File: config.mk
export PLATFORM = sky130hd
export DESIGN_NAME = pattern_host_driver_flat
export DESIGN_NICKNAME = d
export VERILOG_FILES = /design/src/rtl/pattern_host_driver_pkg.sv /design/src/rtl/pattern_host_driver_if.sv /design/src/rtl/pattern_host_driver.sv /design/src/flat_wrapper.sv
export SDC_FILE = /design/constraint.sdc
export NUM_CORES = 1
export LEC_CHECK = 0
export ABC_AREA = 1
export CAP_MARGIN = 40
export CORE_MARGIN = 5
export CORE_UTILIZATION = 30
export DETAILED_ROUTE_END_ITERATION = 6
export GPL_ROUTABILITY_DRIVEN = 0
export PLACE_DENSITY = 0.63
export REMOVE_ABC_BUFFERS = 1
export SLEW_MARGIN = 20
export SYNTH_ARGS = -nofsm -noshare
export SYNTH_HDL_FRONTEND = slang
export SYNTH_SLANG_ARGS = --single-unit
export TNS_END_PERCENT = 1
File: constraint.sdc
create_clock -name clk -period 11.2 [get_ports clk]
set_input_delay 1.68 -clock clk [delete_from_list [all_inputs] [get_ports clk]]
set_output_delay 1.68 -clock clk [all_outputs]
set_load 0.02 [all_outputs]
File: src/rtl/pattern_host_driver_pkg.sv
// ============================================================================
//  Module      : pattern_host_pkg
//  Description : Shared constants and FSM state type for the pattern matcher
//                host-side register driver.
//  Revision    : 1.0
// ============================================================================
`default_nettype none

package pattern_host_pkg;

    localparam int OUTCOME_W = 16;
    localparam int CPU_W     = 64;

    localparam logic [2:0] A_STR_HI = 3'd0;
    localparam logic [2:0] A_STR_LO = 3'd1;
    localparam logic [2:0] A_PAT    = 3'd2;
    localparam logic [2:0] A_WC     = 3'd3;
    localparam logic [2:0] A_RES    = 3'd4;

    typedef enum logic [2:0] {
        ST_IDLE    = 3'd0,
        ST_WR_SH   = 3'd1,
        ST_WR_SL   = 3'd2,
        ST_WR_PAT  = 3'd3,
        ST_WR_WC   = 3'd4,
        ST_RD_REQ  = 3'd5,
        ST_RD_WAIT = 3'd6,
        ST_DONE    = 3'd7
    } state_t;

    // Matcher addresses are 3 bits wide; the bus carries them zero-extended.
    function automatic logic [CPU_W-1:0] bus_addr(input logic [2:0] a);
        return {{(CPU_W-3){1'b0}}, a};
    endfunction

endpackage

`default_nettype wire

File: src/rtl/pattern_host_driver_if.sv
// ============================================================================
//  Module      : pattern_host_driver_if
//  Description : Job handshake, result handshake and matcher register bus.
//  Revision    : 1.0
// ============================================================================
`default_nettype none

interface pattern_host_driver_if;
    import pattern_host_pkg::*;

    logic                 job_valid;
    logic                 job_ready;
    logic [127:0]         job_string;
    logic [63:0]          job_pattern;
    logic [7:0]           job_wildcard;

    logic                 res_valid;
    logic                 res_ready;
    logic [OUTCOME_W-1:0] res_outcome;
    logic                 res_hit;

    logic [CPU_W-1:0]     cpu_din;
    logic [CPU_W-1:0]     cpu_ain;
    logic                 cpu_wren;
    logic [CPU_W-1:0]     cpu_dout;

    logic                 busy;

    modport master (
        input  job_valid, job_string, job_pattern, job_wildcard,
        input  res_ready, cpu_dout,
        output job_ready, res_valid, res_outcome, res_hit,
        output cpu_din, cpu_ain, cpu_wren, busy
    );

    modport slave (
        output job_valid, job_string, job_pattern, job_wildcard,
        output res_ready, cpu_dout,
        input  job_ready, res_valid, res_outcome, res_hit,
        input  cpu_din, cpu_ain, cpu_wren, busy
    );

endinterface

`default_nettype wire

File: src/rtl/pattern_host_driver.sv
// ============================================================================
//  Module      : pattern_host_driver
//  Description : Issues the matcher register write/read sequence for one job
//                and returns the outcome; skips unchanged pattern/wildcard.
//  Revision    : 1.0
// ============================================================================
`default_nettype none

module pattern_host_driver
    import pattern_host_pkg::*;
#(
    parameter int unsigned RD_LAT = 1
) (
    input  logic                  clk,
    input  logic                  rst,
    pattern_host_driver_if.master bus
);

    localparam logic [1:0] C_RD_LAST = 2'(RD_LAT - 1);

    state_t               r_state;
    state_t               w_next;

    logic [127:0]         r_string;
    logic [63:0]          r_pattern;
    logic [7:0]           r_wildcard;
    logic [63:0]          r_cache_pat;
    logic [7:0]           r_cache_wc;
    logic                 r_cache_vld;
    logic [1:0]           r_rd_cnt;
    logic [OUTCOME_W-1:0] r_outcome;

    logic                 w_pat_diff;
    logic                 w_wc_diff;
    logic                 w_rd_last;
    logic [CPU_W-1:0]     w_din;
    logic [CPU_W-1:0]     w_ain;
    logic                 w_wren;
    logic                 w_unused_dout;

    assign w_pat_diff    = !r_cache_vld || (r_pattern  != r_cache_pat);
    assign w_wc_diff     = !r_cache_vld || (r_wildcard != r_cache_wc);
    assign w_rd_last     = (r_rd_cnt == C_RD_LAST);
    assign w_unused_dout = &{1'b0, bus.cpu_dout[CPU_W-1:OUTCOME_W]};

    always_ff @(posedge clk) begin
        if (rst) begin
            r_state <= ST_IDLE;
        end else begin
            r_state <= w_next;
        end
    end

    // Job copy is only loaded on acceptance, so it needs no reset.
    always_ff @(posedge clk) begin
        if (r_state == ST_IDLE && bus.job_valid) begin
            r_string   <= bus.job_string;
            r_pattern  <= bus.job_pattern;
            r_wildcard <= bus.job_wildcard;
        end
    end

    always_ff @(posedge clk) begin
        if (rst) begin
            r_cache_vld <= 1'b0;
            r_cache_pat <= '0;
            r_cache_wc  <= '0;
            r_rd_cnt    <= '0;
            r_outcome   <= '0;
        end else begin
            if (r_state == ST_RD_REQ) begin
                r_rd_cnt <= '0;
            end else if (r_state == ST_RD_WAIT) begin
                r_rd_cnt <= r_rd_cnt + 2'd1;
            end
            if (r_state == ST_RD_WAIT && w_rd_last) begin
                r_outcome   <= bus.cpu_dout[OUTCOME_W-1:0];
                r_cache_pat <= r_pattern;
                r_cache_wc  <= r_wildcard;
                r_cache_vld <= 1'b1;
            end
        end
    end

    always_comb begin
        w_next = r_state;
        w_din  = '0;
        w_ain  = '0;
        w_wren = 1'b0;
        case (r_state)
            ST_IDLE: begin
                if (bus.job_valid) w_next = ST_WR_SH;
            end
            ST_WR_SH: begin
                w_wren = 1'b1;
                w_ain  = bus_addr(A_STR_HI);
                w_din  = r_string[127:64];
                w_next = ST_WR_SL;
            end
            ST_WR_SL: begin
                w_wren = 1'b1;
                w_ain  = bus_addr(A_STR_LO);
                w_din  = r_string[63:0];
                if (w_pat_diff)     w_next = ST_WR_PAT;
                else if (w_wc_diff) w_next = ST_WR_WC;
                else                w_next = ST_RD_REQ;
            end
            ST_WR_PAT: begin
                w_wren = 1'b1;
                w_ain  = bus_addr(A_PAT);
                w_din  = r_pattern;
                w_next = w_wc_diff ? ST_WR_WC : ST_RD_REQ;
            end
            ST_WR_WC: begin
                w_wren = 1'b1;
                w_ain  = bus_addr(A_WC);
                w_din  = {56'h0, r_wildcard};
                w_next = ST_RD_REQ;
            end
            ST_RD_REQ: begin
                w_ain  = bus_addr(A_RES);
                w_next = ST_RD_WAIT;
            end
            ST_RD_WAIT: begin
                // Address held so the registered read data stays valid.
                w_ain  = bus_addr(A_RES);
                if (w_rd_last) w_next = ST_DONE;
            end
            ST_DONE: begin
                if (bus.res_ready) w_next = ST_IDLE;
            end
            default: w_next = ST_IDLE;
        endcase
    end

    assign bus.cpu_din     = w_din;
    assign bus.cpu_ain     = w_ain;
    assign bus.cpu_wren    = w_wren;
    assign bus.job_ready   = (r_state == ST_IDLE);
    assign bus.busy        = (r_state != ST_IDLE);
    assign bus.res_valid   = (r_state == ST_DONE);
    assign bus.res_outcome = r_outcome;
    assign bus.res_hit     = |r_outcome;

endmodule

`default_nettype wire

File: src/flat_wrapper.sv
// flat-port wrapper written by rule: the top's interface ports become plain ports
module pattern_host_driver_flat import pattern_host_pkg::*;
#(
    parameter int unsigned RD_LAT = 1
)
  (clk, rst, bus_job_valid, bus_job_string, bus_job_pattern, bus_job_wildcard, bus_res_ready, bus_cpu_dout, bus_job_ready, bus_res_valid, bus_res_outcome, bus_res_hit, bus_cpu_din, bus_cpu_ain, bus_cpu_wren, bus_busy);
  pattern_host_driver_if bus_i ();
  input  logic clk;
  input  logic rst;
  input wire logic [$bits(bus_i.job_valid)-1:0] bus_job_valid;
  input wire logic [$bits(bus_i.job_string)-1:0] bus_job_string;
  input wire logic [$bits(bus_i.job_pattern)-1:0] bus_job_pattern;
  input wire logic [$bits(bus_i.job_wildcard)-1:0] bus_job_wildcard;
  input wire logic [$bits(bus_i.res_ready)-1:0] bus_res_ready;
  input wire logic [$bits(bus_i.cpu_dout)-1:0] bus_cpu_dout;
  output wire logic [$bits(bus_i.job_ready)-1:0] bus_job_ready;
  output wire logic [$bits(bus_i.res_valid)-1:0] bus_res_valid;
  output wire logic [$bits(bus_i.res_outcome)-1:0] bus_res_outcome;
  output wire logic [$bits(bus_i.res_hit)-1:0] bus_res_hit;
  output wire logic [$bits(bus_i.cpu_din)-1:0] bus_cpu_din;
  output wire logic [$bits(bus_i.cpu_ain)-1:0] bus_cpu_ain;
  output wire logic [$bits(bus_i.cpu_wren)-1:0] bus_cpu_wren;
  output wire logic [$bits(bus_i.busy)-1:0] bus_busy;
  assign bus_i.job_valid = bus_job_valid;
  assign bus_i.job_string = bus_job_string;
  assign bus_i.job_pattern = bus_job_pattern;
  assign bus_i.job_wildcard = bus_job_wildcard;
  assign bus_i.res_ready = bus_res_ready;
  assign bus_i.cpu_dout = bus_cpu_dout;
  assign bus_job_ready = bus_i.job_ready;
  assign bus_res_valid = bus_i.res_valid;
  assign bus_res_outcome = bus_i.res_outcome;
  assign bus_res_hit = bus_i.res_hit;
  assign bus_cpu_din = bus_i.cpu_din;
  assign bus_cpu_ain = bus_i.cpu_ain;
  assign bus_cpu_wren = bus_i.cpu_wren;
  assign bus_busy = bus_i.busy;
  pattern_host_driver #(.RD_LAT(RD_LAT)) u_core (.clk(clk), .rst(rst), .bus(bus_i));
endmodule
Word level (Yosys, flattened, before mapping)
Index checks and enable logic that the tools add are counted.

Output and inout port bits: 149. Register bits: 294. Input bits: 268. Logic and storage cells: 44.

Reduce and logical (&&, ||, !) cells: 13. Add/subtract/negate cells: 1. Equality and inequality tests: 12. Muxes and demuxes: 9.

Operators with widths (count): $pmux W64 S4 (1); $ne A64 B64 Y1 (1); $pmux W3 S8 (1); $reduce_or A16 Y1 (1); $eq A3 B3 Y1 const B (4); $mux W3 (4); $pmux W3 S4 (1); $ne A8 B8 Y1 (1); $eq A3 B2 Y1 const B (2); $ne A2 B2 Y1 const B (2); $reduce_or A2 Y1 (2); $reduce_or A4 Y1 (1); $eq A3 B1 Y1 const B (1); $logic_not A3 Y1 (1); $reduce_and A3 Y1 (1); $reduce_bool A3 Y1 (1); $add A2 B1 Y2 const B (1); $logic_and A1 B1 Y1 (2); $logic_not A2 Y1 (1); $logic_or A1 B1 Y1 (2); $mux W1 (2); $ne A2 B1 Y1 const B (1); $logic_not A1 Y1 (1).

Longest topological paths before layout
Word-level depth: 5. Mapped depth: 13. Gate-level depth less buffers: 13.

Worst setup path before layout
Ideal clock, no wire load.

Path type: input-to-reg. Start: input bus_job_valid. End: register u_core.r_pattern[0] (enable). Data required time: 10.436 ns. Library setup time: 0.764 ns. Setup slack: 0.481 ns. Arrival: 9.954 ns. Path buffers: 0. Stages on the path: 2. Path through: inv_1 > nor2_1.

Word-level cells in the longest chain between the ends: 1.

RTL lines: start, declared (line flat_wrapper.sv:10) `input wire logic [$bits(bus_i.job_valid)-1:0] bus_job_valid;`; $logic_and A1 B1 Y1 (line pattern_host_driver.sv:56) `if (r_state == ST_IDLE && bus.job_valid) begin`; end signal, assigned (line pattern_host_driver.sv:58) `r_pattern <= bus.job_pattern;`; end, declared (line pattern_host_driver.sv:25) `logic [63:0] r_pattern;`.

Every way passes these cells. A chain may end at the register's enable or synchronous reset.

Final worst setup path
Start: register u_core.r_state[2]. End: output bus_cpu_din[29].

Word-level cells in the longest chain between the ends: 2. Elaborated cells on any way between the ends: 5. Those cells by class: eq/ne (4); mux (1).

RTL lines: start, declared (line pattern_host_driver.sv:21) `state_t r_state;`; start signal, assigned (line pattern_host_driver.sv:50) `r_state <= w_next;`; $eq A3 B3 Y1 (tied with other cells) (line pattern_host_driver.sv:90) `case (r_state)`; $pmux W64 S4 * (line pattern_host_driver.sv:90); end, declared (line flat_wrapper.sv:20) `output wire logic [$bits(bus_i.cpu_din)-1:0] bus_cpu_din;`.

Mark *: on every way between the ends. The rest lies on a longest branch, timed or not.

==> results.sh <==
export IMPL_crit_slowest_cell="clkdlybuf4s50_1"
export IMPL_ctsHoldBuffers=0
export IMPL_final_util=0.4179
export IMPL_netlist_area_mm2=0.01235
export IMPL_slew_headroom=0.5116
export IMPL_numCtsBuffers=36
export IMPL_routed_via_count=9495
export IMPL_clockBufferDepth=3
export IMPL_pre_cts_ws_ns=6.486
export IMPL_grt_start_max_net_pins=146
export IMPL_worst_path_buf_inv=3
export IMPL_drt_pass1_iterations=5
export IMPL_final_nets=1794
export IMPL_die_h_um=212.9
export IMPL_async_flop_share=0
export IMPL_initial_core_util=0.3031
export IMPL_irDropWorstVdd_uv=94.28
export IMPL_synthFlopType="edfxtp_1"
export IMPL_rsz0062_at_grt="false"
export IMPL_finClkSkew_ns=0.01316
export IMPL_whs_ns=0.4662
export IMPL_grt_pass1_wl_um=54310
export IMPL_synthTopCellsByArea="edfxtp_1 (49%), dfxtp_1 (15%), nand2_1 (9.4%)"
export IMPL_ios=417
export IMPL_coreArea_mm2=0.04074
export IMPL_tritoncts="built"
export IMPL_dp_final_hpwl_um=25440
export IMPL_yosysTopAreaCell="edfxtp_1"
export IMPL_placed_cell_area_mm2=0.01580
export IMPL_critPathKind="flop to output port"
export IMPL_synth_top_area_frac=0.4864
export IMPL_clock_sinks=294
export IMPL_viasPerCell=4.543
export IMPL_fp_dieW_um=212.9
export IMPL_syn_area_per_cell_um2=10.10
export IMPL_htreeDepth=2
export IMPL_clk_latency_ns=0.54
export IMPL_grt_pass1_vias=9394
export IMPL_cp_end_kind="output port"
export IMPL_start_kind="flop"
export IMPL_cts_repair_resized=0
export IMPL_max_stage_delay_ns=0.66
export IMPL_drcViolationCount=0
export IMPL_critPathTopFamily="buffers and inverters"
export IMPL_cp_cell_sequence="inv_4 > nand2_1 > nor2_4 > buf_4 > nand2_1 > o211ai_1 > clkdlybuf4s50_1"
export IMPL_maxCapViolations=0
export IMPL_antenna_left=0
export IMPL_final_cell_area_mm2=0.01703
export IMPL_syn_inst=1223
export IMPL_crit_top_cell="nand2_1"
export IMPL_tns_ns=0
export IMPL_worst_slew_pin_slew_ns=0.7327
export IMPL_ys_ff_latch=294
export IMPL_synth_distinct_cells=33
export IMPL_die_area_mm2=0.04532
export IMPL_synth_edf_count=200
export IMPL_critical_path_arrival_ns=3.50
export IMPL_routed_wl_um=37080
export IMPL_powerDensity_mw_per_mm2=186.5
export IMPL_ys_warnings_count=0
export IMPL_drive_above_1_share=0.05280
export IMPL_period_needed_ns=5.177
export IMPL_finalMaxSlewViolations=0
export IMPL_critPathRequiredTime_ns=9.52
export IMPL_period_share=0.4623
export IMPL_power_leakage_nw=6.168
export IMPL_outcome="complete, no violations"
export IMPL_post_cts_buffers=0
export IMPL_antenna_found_initial=8
export IMPL_root_buffer="clkbuf_16"
export IMPL_ys_seq_area_frac=0.6388
export IMPL_setup_violations=0
export IMPL_syn_to_final_growth_pct=37.88
export IMPL_std_cell_rows=74
export IMPL_overflow=0
export IMPL_finalWorstSetupSlack_ns=6.023
export IMPL_worstHoldPathType="flop to flop"
export IMPL_port_buffers=307
export IMPL_grt_usage=0.1565
export IMPL_wl_per_cell_um=17.74
export IMPL_hold_viol_final=0
export IMPL_path_max_fanout=49
export IMPL_path_clk_slew_ns=0.06
export IMPL_drt_iter0_drc=531
export IMPL_fmax_ghz=0.1931
==> synth_stat cells, types with 5 or more instances <==
master,n
nor4_1,5
buf_2,22
edfxtp_1,200
inv_1,127
buf_1,7
a21oi_1,94
xnor2_1,16
o21ai_0,60
buf_4,61
o22ai_1,10
nor2_1,39
dfxtp_1,94
clkbuf_1,27
nand2_1,310
nand4_1,20
o211ai_1,44
a221o_1,5
nand3_1,61
==> power breakdown <==
part	switching [mW]	internal [mW]	total, mW
Sequential	0.0478	1.30	1.35
Clock	0.461	0.686	1.15
Combinational	0.401	0.276	0.677
==> per-stage QoR <==
stage,total power [mW],instances
6_report,3.175,2090
3_3_place_gp,2.040,2014
2_1_floorplan,1.739,1165
5_1_grt,3.323,2090
3_5_place_dp,2.056,2017
4_1_cts,3.226,2083
==> cell type report <==
cell class / instances / area (um2)
flip-flops and latches: 294 / 7888
multi-input cells: 741 / 3535
clock buffers: 46 / 969.7
fillers: 3855 / 23710
inverters: 130 / 493.0
clock inverters: 20 / 188.9
repair buffers: 322 / 3273
well taps: 532 / 665.6
diodes: 5 / 12.51
==> cells in the final DEF (no fill, tap or decap), types with 2 or more instances in the layout <==
cell,count
nand3_1,60
dfxtp_1,94
o21ai_0,60
inv_6,4
clkbuf_1,8
inv_2,2
clkinvlp_4,3
nor4_1,5
nor2_4,3
bufinv_16,3
diode_2,5
clkinv_1,7
nand4_1,20
nor2_1,37
o22ai_1,10
xnor2_1,16
clkinv_2,3
a221o_1,5
clkdlybuf4s50_1,306
buf_16,4
nor3_1,2
buf_4,10
edfxtp_1,200
conb_1,61
inv_4,2
a21oi_1,94
nand2_1,310
o2111ai_1,3
clkbuf_16,37
o211ai_1,44
nor2_2,2
inv_1,126
==> sequential cells by signal, indices dropped and copies added (netlist names) <==
| signal | cells |
|---|---|
| u_core.r_wildcard | 8 |
| u_core.bus.res_outcome | 16 |
| u_core.r_cache_wc | 8 |
| u_core.r_string | 128 |
| u_core.r_rd_cnt | 2 |
| u_core.r_state | 3 |
| u_core.r_pattern | 64 |
| u_core.r_cache_pat | 64 |
| u_core.r_cache_vld | 1 |
==> metal layers <==
metal	track usage	vias to the layer above	routed length (um)
met5	0	-	21
met3	0.05010	69	3067
met2	0.2624	366	17790
met1	0.1909	4424	15130
met4	0.05429	4	1082
li1	-	4632	-
==> path summary, 6_finish.rpt <==
check                                       startpoint                     end  slack, ns  cells past startpoint
worst max-delay path                 u_core.r_state[2]         bus_cpu_din[29]       6.02                      7
worst min-delay path            u_core.r_cache_pat[41]  u_core.r_cache_pat[41]       0.47                      2
worst max register to register       u_core.r_state[0]    u_core.r_pattern[13]       8.02                      9
worst min register to register  u_core.r_cache_pat[41]  u_core.r_cache_pat[41]       0.47                      2
==> logic make-up (layout without fill, tap and decap cells) <==
kind of cell,count (synthesis),in the layout,share of synthesized area
compound gates,219,219,0.1021
xor+xnor,16,16,0.01135
fa+ha+maj,1,1,0.001013
buf+inv,248,518,0.09717
flops,294,294,0.6388
other cells,1,66,0.0003037
simple gates,444,444,0.1493
==> worst min-delay path, delay by kind of cell, from the launching register on <==
kind	cells	cell delay, ns
compound gates	1	0.05
flops	1	0.31
buf+inv	1	0.06
(Power assumes the default switching activity.)
